### src/rtl/zacore_decode_if.sv
// Zacore fetch->decode->execute bundle: fetch request, hazard controls,
// writeback port and the decoded op presented to execute.
interface zacore_decode_if;

  logic        i_fd_valid;
  logic [31:0] i_fd_inst;
  logic [31:0] i_fd_pc;
  logic        o_stall_fetch;
  logic        i_stall;
  logic        i_invalidate;
  logic        i_wb_we;
  logic [4:0]  i_wb_rd;
  logic [31:0] i_wb_data;
  logic        o_de_valid;
  logic [31:0] o_de_pc;
  logic [4:0]  o_de_opcode;
  logic [2:0]  o_de_funct3;
  logic        o_de_funct7b5;
  logic [4:0]  o_de_rs1;
  logic [4:0]  o_de_rs2;
  logic [4:0]  o_de_rd;
  logic [31:0] o_de_rs1_val;
  logic [31:0] o_de_rs2_val;
  logic [31:0] o_de_imm;
  logic        o_de_rd_we;
  logic        o_de_illegal;

  // Surrounding pipeline (fetch, hazard unit, writeback, execute)
  modport master (
    output i_fd_valid, i_fd_inst, i_fd_pc, i_stall, i_invalidate,
           i_wb_we, i_wb_rd, i_wb_data,
    input  o_stall_fetch, o_de_valid, o_de_pc, o_de_opcode, o_de_funct3,
           o_de_funct7b5, o_de_rs1, o_de_rs2, o_de_rd, o_de_rs1_val,
           o_de_rs2_val, o_de_imm, o_de_rd_we, o_de_illegal
  );

  // Decode stage itself
  modport slave (
    input  i_fd_valid, i_fd_inst, i_fd_pc, i_stall, i_invalidate,
           i_wb_we, i_wb_rd, i_wb_data,
    output o_stall_fetch, o_de_valid, o_de_pc, o_de_opcode, o_de_funct3,
           o_de_funct7b5, o_de_rs1, o_de_rs2, o_de_rd, o_de_rs1_val,
           o_de_rs2_val, o_de_imm, o_de_rd_we, o_de_illegal
  );

endinterface

### src/rtl/zacore_decode.sv
// Zacore RV32I decode stage: registers the fetched instruction, decodes
// fields and immediates, reads the 32x32 register file (written from
// writeback) and hands one decoded op per cycle to execute.
module zacore_decode #(
  parameter int WB_BYPASS = 1
) (
  input  logic            i_clk,
  input  logic            i_rst,
  zacore_decode_if.slave  bus
);

  localparam logic [4:0] OPC_LUI      = 5'b01101;
  localparam logic [4:0] OPC_AUIPC    = 5'b00101;
  localparam logic [4:0] OPC_JAL      = 5'b11011;
  localparam logic [4:0] OPC_JALR     = 5'b11001;
  localparam logic [4:0] OPC_BRANCH   = 5'b11000;
  localparam logic [4:0] OPC_LOAD     = 5'b00000;
  localparam logic [4:0] OPC_STORE    = 5'b01000;
  localparam logic [4:0] OPC_OP_IMM   = 5'b00100;
  localparam logic [4:0] OPC_OP       = 5'b01100;
  localparam logic [4:0] OPC_MISC_MEM = 5'b00011;
  localparam logic [4:0] OPC_SYSTEM   = 5'b11100;

  localparam bit BYPASS_EN = (WB_BYPASS != 0);

  // Register file storage; entry 0 is never written and never read
  logic [31:0] regs [0:31];

  // Combinational decode of the instruction currently offered by fetch
  logic [4:0]  dec_opcode;
  logic [2:0]  dec_funct3;
  logic        dec_funct7b5;
  logic [4:0]  dec_rs1;
  logic [4:0]  dec_rs2;
  logic [4:0]  dec_rd;
  logic [31:0] dec_imm;
  logic        dec_legal;
  logic        dec_rd_we;
  logic [31:0] dec_rs1_val;
  logic [31:0] dec_rs2_val;

  // Output registers
  logic        de_valid;
  logic [31:0] de_pc;
  logic [4:0]  de_opcode;
  logic [2:0]  de_funct3;
  logic        de_funct7b5;
  logic [4:0]  de_rs1;
  logic [4:0]  de_rs2;
  logic [4:0]  de_rd;
  logic [31:0] de_rs1_val;
  logic [31:0] de_rs2_val;
  logic [31:0] de_imm;
  logic        de_rd_we;
  logic        de_illegal;

  logic [31:0] inst;
  logic        wb_write;
  logic        hold_refresh_rs1;
  logic        hold_refresh_rs2;

  assign inst     = bus.i_fd_inst;
  assign wb_write = bus.i_wb_we && (bus.i_wb_rd != 5'd0);

  // Fetch must freeze whenever execute freezes us
  assign bus.o_stall_fetch = bus.i_stall;

  // Writeback port: x0 stays hardwired to zero by never being written
  always_ff @(posedge i_clk) begin
    if (wb_write) begin
      regs[bus.i_wb_rd] <= bus.i_wb_data;
    end
  end

  // Field extraction, legality, rd write-enable and immediate selection
  always_comb begin
    dec_opcode   = inst[6:2];
    dec_funct3   = inst[14:12];
    dec_funct7b5 = inst[30];
    dec_rs1      = inst[19:15];
    dec_rs2      = inst[24:20];
    dec_rd       = inst[11:7];
    dec_imm      = 32'd0;
    dec_legal    = 1'b0;
    dec_rd_we    = 1'b0;
    if (inst[1:0] == 2'b11) begin
      case (dec_opcode)
        OPC_LUI, OPC_AUIPC: begin
          dec_legal = 1'b1;
          dec_rd_we = 1'b1;
          dec_imm   = {inst[31:12], 12'b0};
        end
        OPC_JAL: begin
          dec_legal = 1'b1;
          dec_rd_we = 1'b1;
          dec_imm   = {{11{inst[31]}}, inst[31], inst[19:12], inst[20],
                       inst[30:21], 1'b0};
        end
        OPC_JALR, OPC_LOAD, OPC_OP_IMM: begin
          dec_legal = 1'b1;
          dec_rd_we = 1'b1;
          dec_imm   = {{20{inst[31]}}, inst[31:20]};
        end
        OPC_OP: begin
          dec_legal = 1'b1;
          dec_rd_we = 1'b1;
          dec_imm   = 32'd0;
        end
        OPC_BRANCH: begin
          dec_legal = 1'b1;
          dec_imm   = {{19{inst[31]}}, inst[31], inst[7], inst[30:25],
                       inst[11:8], 1'b0};
        end
        OPC_STORE: begin
          dec_legal = 1'b1;
          dec_imm   = {{20{inst[31]}}, inst[31:25], inst[11:7]};
        end
        OPC_MISC_MEM, OPC_SYSTEM: begin
          dec_legal = 1'b1;
          dec_imm   = {{20{inst[31]}}, inst[31:20]};
        end
        default: begin
          dec_legal = 1'b0;
        end
      endcase
    end
    if (dec_rd == 5'd0) begin
      dec_rd_we = 1'b0;
    end
  end

  // Operand read with optional same-cycle forwarding from writeback
  always_comb begin
    dec_rs1_val = 32'd0;
    dec_rs2_val = 32'd0;
    if (dec_rs1 != 5'd0) begin
      if (BYPASS_EN && wb_write && (bus.i_wb_rd == dec_rs1)) begin
        dec_rs1_val = bus.i_wb_data;
      end else begin
        dec_rs1_val = regs[dec_rs1];
      end
    end
    if (dec_rs2 != 5'd0) begin
      if (BYPASS_EN && wb_write && (bus.i_wb_rd == dec_rs2)) begin
        dec_rs2_val = bus.i_wb_data;
      end else begin
        dec_rs2_val = regs[dec_rs2];
      end
    end
  end

  // A held op must see writes that land on its sources while it waits
  assign hold_refresh_rs1 = de_valid && wb_write && (bus.i_wb_rd == de_rs1);
  assign hold_refresh_rs2 = de_valid && wb_write && (bus.i_wb_rd == de_rs2);

  // Output pipeline register: flush beats stall, stall beats load
  always_ff @(posedge i_clk or posedge i_rst) begin
    if (i_rst) begin
      de_valid    <= 1'b0;
      de_pc       <= 32'd0;
      de_opcode   <= 5'd0;
      de_funct3   <= 3'd0;
      de_funct7b5 <= 1'b0;
      de_rs1      <= 5'd0;
      de_rs2      <= 5'd0;
      de_rd       <= 5'd0;
      de_rs1_val  <= 32'd0;
      de_rs2_val  <= 32'd0;
      de_imm      <= 32'd0;
      de_rd_we    <= 1'b0;
      de_illegal  <= 1'b0;
    end else if (bus.i_invalidate) begin
      de_valid <= 1'b0;
    end else if (bus.i_stall) begin
      if (hold_refresh_rs1) begin
        de_rs1_val <= bus.i_wb_data;
      end
      if (hold_refresh_rs2) begin
        de_rs2_val <= bus.i_wb_data;
      end
    end else begin
      de_valid    <= bus.i_fd_valid;
      de_pc       <= bus.i_fd_pc;
      de_opcode   <= dec_opcode;
      de_funct3   <= dec_funct3;
      de_funct7b5 <= dec_funct7b5;
      de_rs1      <= dec_rs1;
      de_rs2      <= dec_rs2;
      de_rd       <= dec_rd;
      de_rs1_val  <= dec_rs1_val;
      de_rs2_val  <= dec_rs2_val;
      de_imm      <= dec_imm;
      de_rd_we    <= dec_rd_we && dec_legal;
      de_illegal  <= !dec_legal;
    end
  end

  assign bus.o_de_valid    = de_valid;
  assign bus.o_de_pc       = de_pc;
  assign bus.o_de_opcode   = de_opcode;
  assign bus.o_de_funct3   = de_funct3;
  assign bus.o_de_funct7b5 = de_funct7b5;
  assign bus.o_de_rs1      = de_rs1;
  assign bus.o_de_rs2      = de_rs2;
  assign bus.o_de_rd       = de_rd;
  assign bus.o_de_rs1_val  = de_rs1_val;
  assign bus.o_de_rs2_val  = de_rs2_val;
  assign bus.o_de_imm      = de_imm;
  assign bus.o_de_rd_we    = de_rd_we;
  assign bus.o_de_illegal  = de_illegal;

endmodule
### src/flat_wrapper.sv
// flat-port wrapper written by rule: the top's interface ports become plain ports
module zacore_decode_flat 
#(
  parameter int WB_BYPASS = 1
)
  (i_clk, i_rst, bus_i_fd_valid, bus_i_fd_inst, bus_i_fd_pc, bus_i_stall, bus_i_invalidate, bus_i_wb_we, bus_i_wb_rd, bus_i_wb_data, bus_o_stall_fetch, bus_o_de_valid, bus_o_de_pc, bus_o_de_opcode, bus_o_de_funct3, bus_o_de_funct7b5, bus_o_de_rs1, bus_o_de_rs2, bus_o_de_rd, bus_o_de_rs1_val, bus_o_de_rs2_val, bus_o_de_imm, bus_o_de_rd_we, bus_o_de_illegal);
  zacore_decode_if bus_i ();
  input  logic i_clk;
  input  logic i_rst;
  input wire logic [$bits(bus_i.i_fd_valid)-1:0] bus_i_fd_valid;
  input wire logic [$bits(bus_i.i_fd_inst)-1:0] bus_i_fd_inst;
  input wire logic [$bits(bus_i.i_fd_pc)-1:0] bus_i_fd_pc;
  input wire logic [$bits(bus_i.i_stall)-1:0] bus_i_stall;
  input wire logic [$bits(bus_i.i_invalidate)-1:0] bus_i_invalidate;
  input wire logic [$bits(bus_i.i_wb_we)-1:0] bus_i_wb_we;
  input wire logic [$bits(bus_i.i_wb_rd)-1:0] bus_i_wb_rd;
  input wire logic [$bits(bus_i.i_wb_data)-1:0] bus_i_wb_data;
  output wire logic [$bits(bus_i.o_stall_fetch)-1:0] bus_o_stall_fetch;
  output wire logic [$bits(bus_i.o_de_valid)-1:0] bus_o_de_valid;
  output wire logic [$bits(bus_i.o_de_pc)-1:0] bus_o_de_pc;
  output wire logic [$bits(bus_i.o_de_opcode)-1:0] bus_o_de_opcode;
  output wire logic [$bits(bus_i.o_de_funct3)-1:0] bus_o_de_funct3;
  output wire logic [$bits(bus_i.o_de_funct7b5)-1:0] bus_o_de_funct7b5;
  output wire logic [$bits(bus_i.o_de_rs1)-1:0] bus_o_de_rs1;
  output wire logic [$bits(bus_i.o_de_rs2)-1:0] bus_o_de_rs2;
  output wire logic [$bits(bus_i.o_de_rd)-1:0] bus_o_de_rd;
  output wire logic [$bits(bus_i.o_de_rs1_val)-1:0] bus_o_de_rs1_val;
  output wire logic [$bits(bus_i.o_de_rs2_val)-1:0] bus_o_de_rs2_val;
  output wire logic [$bits(bus_i.o_de_imm)-1:0] bus_o_de_imm;
  output wire logic [$bits(bus_i.o_de_rd_we)-1:0] bus_o_de_rd_we;
  output wire logic [$bits(bus_i.o_de_illegal)-1:0] bus_o_de_illegal;
  assign bus_i.i_fd_valid = bus_i_fd_valid;
  assign bus_i.i_fd_inst = bus_i_fd_inst;
  assign bus_i.i_fd_pc = bus_i_fd_pc;
  assign bus_i.i_stall = bus_i_stall;
  assign bus_i.i_invalidate = bus_i_invalidate;
  assign bus_i.i_wb_we = bus_i_wb_we;
  assign bus_i.i_wb_rd = bus_i_wb_rd;
  assign bus_i.i_wb_data = bus_i_wb_data;
  assign bus_o_stall_fetch = bus_i.o_stall_fetch;
  assign bus_o_de_valid = bus_i.o_de_valid;
  assign bus_o_de_pc = bus_i.o_de_pc;
  assign bus_o_de_opcode = bus_i.o_de_opcode;
  assign bus_o_de_funct3 = bus_i.o_de_funct3;
  assign bus_o_de_funct7b5 = bus_i.o_de_funct7b5;
  assign bus_o_de_rs1 = bus_i.o_de_rs1;
  assign bus_o_de_rs2 = bus_i.o_de_rs2;
  assign bus_o_de_rd = bus_i.o_de_rd;
  assign bus_o_de_rs1_val = bus_i.o_de_rs1_val;
  assign bus_o_de_rs2_val = bus_i.o_de_rs2_val;
  assign bus_o_de_imm = bus_i.o_de_imm;
  assign bus_o_de_rd_we = bus_i.o_de_rd_we;
  assign bus_o_de_illegal = bus_i.o_de_illegal;
  zacore_decode #(.WB_BYPASS(WB_BYPASS)) u_core (.i_clk(i_clk), .i_rst(i_rst), .bus(bus_i));
endmodule
### config.mk
export PLATFORM = sky130hd
export DESIGN_NAME = zacore_decode_flat
export DESIGN_NICKNAME = d
export VERILOG_FILES = /design/src/rtl/zacore_decode_if.sv /design/src/rtl/zacore_decode.sv /design/src/flat_wrapper.sv
export SDC_FILE = /design/constraint.sdc
export NUM_CORES = 2
export LEC_CHECK = 0
export CAP_MARGIN = 20
export CORE_AREA = 2 2 469 471
export DETAILED_ROUTE_END_ITERATION = 7
export DIE_AREA = 0 0 471 473
export GPL_TIMING_DRIVEN = 0
export PLACE_DENSITY_LB_ADDON = 0.08
export SLEW_MARGIN = 0
export SYNTH_ARGS = -nofsm -noshare
export SYNTH_HDL_FRONTEND = slang
export SYNTH_SLANG_ARGS = --single-unit
### constraint.sdc
create_clock -name i_clk -period 6.3 [get_ports i_clk]
set_input_delay 0.945 -clock i_clk [delete_from_list [all_inputs] [get_ports i_clk]]
set_output_delay 0.945 -clock i_clk [all_outputs]
set_load 0.01 [all_outputs]
==> metrics.md <==
| Metric | Value |
|---|---|
| Critical Path Fanout Max | 10 |
| Synth top cells by count | edfxtp_1 (1024), mux4_2 (574), nand2_1 (251), dfrtp_1 (155), nor2_1 (122) |
| Initial core utilization | between 20% and 30% |
| Buffers on Ports | roughly 250 |
| Slew at the pin with the worst max-slew slack | roughly 1200 ps |
| DIE HEIGHT | 473 um |
| Critical Path, Cell by Cell | clkdlybuf4s50_1, clkbuf_1, clkinv_1, a41oi_1, nand4_1, a21oi_2, buf_2, a221o_1 |
| Post-synthesis sequential area ratio | 64.0% |
| Max_cap viols | 0 |
| Post-CTS resize count | 0 |
| Syn avg cell area | 19.0 um^2 |
| Crit path time final | 4560 ps |
| Synth Warn # | 0 |
| Area share of the largest cell type after synthesis | ~57% |
| Post-route antenna net violation count | 0 |
| Final Worst Setup Slack | 1740 ps |
| Rel. slew slack | between 20% and 30% |
| Filler cell count | 21200 |
| EDFF count, synth | 1024 |
| Initial DRC count | 3706 |
| Largest net degree at the start of global routing | 81 |
| Slowest Stage Delay on Critical Path | 830 ps |
| Remaining DRCs | 0 |
| Clock buffer depth | 3 |
| Buf+Inv Stages, Crit Path | 4 |
| Synth Area in Compound Gates | a little under 4% |
| Crit end category | register |
| Xor/xnor share of the synthesized area | 0.324% |
| Worst skew pair latency | 800 ps |
| Synth async-reset ratio | 13.1% |
| Leakage | about 23 nW |
| Layout area overhead | 25.9% |
| Status | complete, no violations |
| Leading area contributor after synthesis | edfxtp_1 |
| Fin nets | 3516 |
| WL final | 243000 um |
| Critical Path RT | between 7000 and 8000 ps |
| Fin crit share | 72.4% |
| Pwr Total | slightly below 20 mW |
| Die width | 471 um |
| Vias in the first global route | about 35000 |
| Setup violators final | 0 |
| Hold Crit Class | register to register |
| Mux cell area share after synthesis | 26.2% |
| Routability cong. | about 0.81 |
| Setup TNS | 0 ps |
| Post-Route Skew | 23.8 ps |
| Wire per inst | between 30 and 40 um |
| Core Util, Final | 31.2% |
| FMAX | 219 MHz |
| Fin. Hold Viols | 0 |
| TritonCTS Buffers | 147 |
| Power per cell area | 289 nW/um^2 |
| Vias per inst | 5.22 |
| Slew Viols, Final | 0 |
| Total core area | 218000 um^2 |
| CTS tree | built |
| Dpl ws | 1020 ps |
| Gr ovfl total | 0 |
| Mapped cell area | 54100 um^2 |
| Row cnt | 172 |
| Post-route cell area | 68100 um^2 |
| Detailed placer's ending HPWL | 176000 um |
| Die area | 223000 um^2 |
| Simple-Gate Fraction of Synth Area | between 3 and 4% |
| Count of hold-fix buffers inserted at cts | 0 |
| First-pass GRT wire length | 323000 um |
| Peak supply drop | 315 uV |
| Layout Cells excl Fill | 6397 |
| Worst-path clk slew | 50 ps |
| Register bit total from synthesis | 1179 |
| I/O pins | 263 |
| Worst path arrival time | 5290 ps |
| CP top delay family | buffers and inverters |
| Critical Setup Path Class | input port to register |
| Post-Synth Adder-Cell Area | 0% |
| Unique cell type count in the Yosys netlist | 67 |
| DR vias | 33400 |
| Synth Flop Type | edfxtp_1 |
| Clock root buffer | clkbuf_16 |
| Cells after DPL | slightly above 6000 |
| RSZ-0062 raised after global routing | false |
| CP Launch Type | input port |
| Htree depth | 4 |
| Layout cells sized above 1 | between 30% and 40% |
| Syn Inst Count | about 2800 |
| All-Layer GR Usage | 21.6% |
| Top post-synthesis cells by area | edfxtp_1 (57%), mux4_2 (24%), dfrtp_1 (7.2%) |
| DP Area | around 63000 um^2 |
| Top-count cell post-synth | edfxtp_1 |
| CTS sink count | 1179 |
| CP max-delay cell | clkdlybuf4s50_1 |
| Largest family of logic cells by synthesized area | multiplexers |
| First-pass DRT Iterations | 7 |
| Post-CTS Setup Repair Bufs | 0 |
| Initial antenna violation count | 8 |
| Min Hold Slack | 480 ps |
state kept, by name (all words and copies together), names as in the netlist:
name and cells:
u_core.bus.o_de_rs1 5, u_core.bus.o_de_rs2_val 32, u_core.bus.o_de_illegal 1, u_core.bus.o_de_funct7b5 1
u_core.bus.o_de_pc 32, u_core.bus.o_de_imm 32, u_core.bus.o_de_opcode 5, u_core.bus.o_de_valid 1
u_core.bus.o_de_rs1_val 32, u_core.bus.o_de_rs2 5, u_core.bus.o_de_rd 5, u_core.bus.o_de_funct3 3
u_core.bus.o_de_rd_we 1, u_core.regs 1024
area by class of cell:
cell class                      count  area [um^2]  share of cell area, %
Antenna cell                        3         7.51                 0.0110
Inverter                           18         75.1                  0.110
Timing Repair Buffer              384         5250                   7.71
Sequential cell                  1179        34600                   50.8
Clock buffer                      210         4240                   6.23
Clock inverter                     53          556                  0.815
Buffer                            216         1200                   1.76
Tap cell                         2871         3590                   5.27
Multi-Input combinational cell   1463        18600                   27.3
worst min-delay path, delay by kind of cell (launching register included):
kind	cells	cell delay, ps
flops	1	340
simple gates	2	110
path summary, 6_finish.rpt:
check                                              endpoint  cells after the start  slack [ps]                   start
worst min register to register        u_core.bus.o_de_pc[6]                      2         480   u_core.bus.o_de_pc[6]
worst max register to register   u_core.bus.o_de_rs2_val[1]                      7        3190  u_core.bus.o_de_rs2[2]
worst min-delay path                  u_core.bus.o_de_pc[6]                      2         480   u_core.bus.o_de_pc[6]
worst max-delay path             u_core.bus.o_de_rs1_val[6]                      8        1740       bus_i_fd_inst[19]
max in group asynchronous       u_core.bus.o_de_rs2_val[28]                      3        4520                   i_rst
min in group asynchronous            u_core.bus.o_de_pc[22]                      2         650                   i_rst
cell usage in the layout (no fill, tap or decap), types with 7 or more instances in the layout:
| master | Yosys | routed |
|---|---|---|
| edfxtp_1 | 1024 | 1024 |
| mux4_2 | 574 | 574 |
| nand2_1 | 251 | 251 |
| clkdlybuf4s50_1 | 0 | 251 |
| clkbuf_16 | 0 | 161 |
| dfrtp_1 | 155 | 155 |
| mux2i_1 | 117 | 117 |
| clkbuf_1 | 90 | 114 |
| nor2_1 | 122 | 91 |
| buf_2 | 55 | 65 |
| a221o_1 | 57 | 57 |
| a21oi_1 | 56 | 56 |
| buf_12 | 1 | 44 |
| o21ai_0 | 43 | 43 |
| buf_8 | 1 | 43 |
| buf_16 | 0 | 38 |
| conb_1 | 1 | 32 |
| nor2_4 | 0 | 31 |
| buf_6 | 26 | 28 |
| clkinv_1 | 1 | 19 |
| clkbuf_8 | 0 | 18 |
| buf_4 | 17 | 17 |
| a22o_1 | 17 | 17 |
| buf_1 | 25 | 16 |
| clkinv_2 | 0 | 16 |
| xor2_1 | 15 | 15 |
| clkbuf_2 | 0 | 14 |
| inv_1 | 14 | 13 |
| a221oi_1 | 13 | 13 |
| a22oi_1 | 12 | 12 |
| nand3_1 | 11 | 11 |
| a2bb2oi_1 | 11 | 11 |
| a31oi_1 | 10 | 10 |
| nor2b_1 | 9 | 9 |
| o211ai_1 | 9 | 9 |
| bufinv_16 | 0 | 9 |
| nor3_1 | 8 | 8 |
| o31ai_1 | 8 | 8 |
| nand2b_1 | 7 | 7 |
| nand3b_1 | 7 | 7 |
cells by family (layout without fill, tap and decap cells):
family	after synthesis	in the layout
buffers and inverters	234	881
and+or+nand+nor	437	437
DFF	1179	1179
AOI/OAI and AO/OA	281	281
muxes	693	693
xor gates and xnor gates	20	20
other	1	35
power breakdown:
part	internal, mW	switching [mW]	total [mW]
clock network	5.05	3.47	8.52
registers	8.72	0.163	8.88
logic	0.989	1.30	2.29
total	14.8	4.93	19.7
metal layers:
metal  vias to the layer above  routed length [um]  GRT usage, %
met5                         -                  13             0
met4                         2                9390          7.89
met3                       350               15000          4.03
met2                      1518              119000          36.6
met1                     18400               99800          27.6
li1                      13100                   -             -
Note: power is estimated with default switching activity, not from simulation.
==> RTL edit, RTL diff (same flow settings) <==
`WB_BYPASS` is set to 1 in 2 places; all go to 0.
--- a/src/rtl/zacore_decode.sv
+++ b/src/rtl/zacore_decode.sv
@@ -2,7 +2,7 @@
 // fields and immediates, reads the 32x32 register file (written from
 // writeback) and hands one decoded op per cycle to execute.
 module zacore_decode #(
-  parameter int WB_BYPASS = 1
+  parameter int WB_BYPASS = 0
 ) (
   input  logic            i_clk,
   input  logic            i_rst,
--- a/src/flat_wrapper.sv
+++ b/src/flat_wrapper.sv
@@ -1,7 +1,7 @@
 // flat-port wrapper written by rule: the top's interface ports become plain ports
 module zacore_decode_flat 
 #(
-  parameter int WB_BYPASS = 1
+  parameter int WB_BYPASS = 0
 )
   (i_clk, i_rst, bus_i_fd_valid, bus_i_fd_inst, bus_i_fd_pc, bus_i_stall, bus_i_invalidate, bus_i_wb_we, bus_i_wb_rd, bus_i_wb_data, bus_o_stall_fetch, bus_o_de_valid, bus_o_de_pc, bus_o_de_opcode, bus_o_de_funct3, bus_o_de_funct7b5, bus_o_de_rs1, bus_o_de_rs2, bus_o_de_rd, bus_o_de_rs1_val, bus_o_de_rs2_val, bus_o_de_imm, bus_o_de_rd_we, bus_o_de_illegal);
   zacore_decode_if bus_i ();
Formal check against the unedited RTL: not equivalent (Yosys sat finds a counterexample within 4 cycles, from zero or initial values and one cycle with i_rst high).
==> RTL edit against the unedited design <==
- setup slack improved by 0.46 ns
- area after synthesis about the same
- routed wire length rose by 6.8%
- utilization fell by 0.13 points
- sequential cell count did not move
- power up 0.19%
- cell area decreased by 0.42%
- first-iteration DRC count up 8.9%
- count of clock-buffer cells in the layout is 5 higher
==> RTL edit: results (changes against the unedited design) <==
For the routability congestion estimate from global placement, the log shows 0.8474 (+4.3%). After synthesis, the most frequently instantiated cells are edfxtp_1 (1024), mux2i_1 (401), mux4_2 (299). The sequential share of the synthesized area is 0.6403 (about the same). The flow ran to the end, and the final reports show no timing, DRC or antenna violations.

The logs give 99 (+22%) for the largest net degree at the start of global routing and 19.73 mW (+0.19%) for the power after layout. For the post-route clock skew, the log shows 0.03476 ns (+0.01100 ns). In the post-synthesis netlist, the biggest area contributors are edfxtp_1 (57%), mux4_2 (12%), mux2i_1 (7.4%).

The wire length of the first global-routing pass was 343.9 mm (+6.4%); the proportion of layout cells with a drive suffix above 1 was 0.1989 (-0.1091). The fraction of registers with async set or reset after synthesis was 0.1315 (unchanged); the worst max-slew margin expressed relative to the limit was 0.1551 (-0.04831). Post-DP HPWL: 189.5 mm (+7.6%). For the synthesized instance count, the log shows 3412 (+20%).

The run gives 0.0002934 V (-7.0%) as the maximum resistive drop on vdd. Synthesized-area fraction occupied by ao, oa, aoi and oai cells: 0.08350 (+0.04455). The power consumed by sequential cells was 8.89 mW (about the same); the number of buffers created by CTS was 150 (+2.0%). The logs give 0 (unchanged) for the setup-violating endpoint count in the final report and 21 (+13) for the initial antenna violation count. The tools report the met2 wire length as 118.9 mm (-0.31%). The xor and xnor area share after synthesis came out at 0.001620 (-0.001618). The met2 usage in global routing was 0.3621 (-0.003753); the share of synthesized cell area in full adder, half adder and majority cells was 0 (unchanged). For the total met3 wirelength after detailed routing, the log shows 16.18 mm (+8.2%).

The deepest clock path buffer count came out at 3 (unchanged). The delay of the slowest critical-path stage was 0.98 ns (+0.15 ns); the total routed wire length on the met1 layer was 116.2 mm (+16%). The total number of vias was 36660 (+9.7%); the count of TritonRoute iterations in the first routing pass was 6 (-1). Mux contribution to synthesized area: 0.1996 (-0.06199).

The slowest stage of the critical path belongs to the cell clkdlybuf4s50_1. The logs give 0.2291 (+0.01262) for the aggregate global-route resource usage and 52 (-22%) for the unique cell type count in the Yosys netlist. The internal power component is 14.56 mW (-1.3%).

The number of design-rule violations left by the first detailed-router iteration is 4035 (+8.9%), and the count of non-filler cells in the finished layout is 6974 (+9.0%). The global-route met1 utilization was 0.3163 (+0.04004); the cell total after placement was 6680 (+9.2%). The port buffer count was 253 (+0.40%); the total of fill cells in the finished design was 21620 (+1.9%). Leakage power total: 23.35 nW (+3.1%). For the pre-CTS setup slack, the log shows 1.182 ns (+0.1656 ns). The run gives 4.81 ns (-0.48 ns) as the arrival time reported for the critical path endpoint.

The final-stage net count was 4081 (+16%); the met3 track demand over resource was 0.04319 (+0.002931). For the total length of routed wires, the log shows 260.0 mm (+6.8%).
==> RTL edit: final cells by class <==
class | count | area (µm²) | area share
Sequential cell | 1179 | 34630 | 0.5103
Multi-Input combinational cell | 1963 | 18440 | 0.2717
Timing Repair Buffer | 379 | 4949 | 0.07293
Clock buffer | 215 | 4212 | 0.06207
Tap cell | 2871 | 3592 | 0.05294
Buffer | 288 | 1353 | 0.01993
Clock inverter | 61 | 616.8 | 0.009091
Inverter | 13 | 56.30 | 0.0008298
Antenna cell | 5 | 12.51 | 0.0001844
==> RTL edit: path summary, 6_finish.rpt <==
kind,slack [ns],to,from,cells past startpoint
setup / recovery,2.20,u_core.bus.o_de_rs1_val[7]$_DFFE_PP0P_,bus_i_stall,7
hold / removal,0.47,u_core.bus.o_de_pc[27]$_DFFE_PP0P_,u_core.bus.o_de_pc[27]$_DFFE_PP0P_,2
setup reg to reg,3.05,u_core.bus.o_de_rs1_val[7]$_DFFE_PP0P_,u_core.bus.o_de_rs1[4]$_DFFE_PP0P_,6
hold reg to reg,0.47,u_core.bus.o_de_pc[27]$_DFFE_PP0P_,u_core.bus.o_de_pc[27]$_DFFE_PP0P_,2
max in group asynchronous,4.68,u_core.bus.o_de_rs1_val[26]$_DFFE_PP0P_,i_rst,3
min in group asynchronous,0.59,u_core.bus.o_de_pc[9]$_DFFE_PP0P_,i_rst,2
==> RTL edit: worst reg2reg max path: stages (launching register included) <==
cell,delay [ns]
dfrtp_1,0.43
xor2_1,0.17
nor3_1,0.26
a41oi_2,0.40
nor2_2,0.84
buf_2,0.76
a221o_1,0.29
==> RTL edit: stage by stage <==
stage	utilization	cell area, µm²
floorplan	-	54200
global placement	0.2764	60320
detailed placement	0.2874	62720
CTS	0.3095	67540
global route	0.3109	67850
finish	0.3109	67860
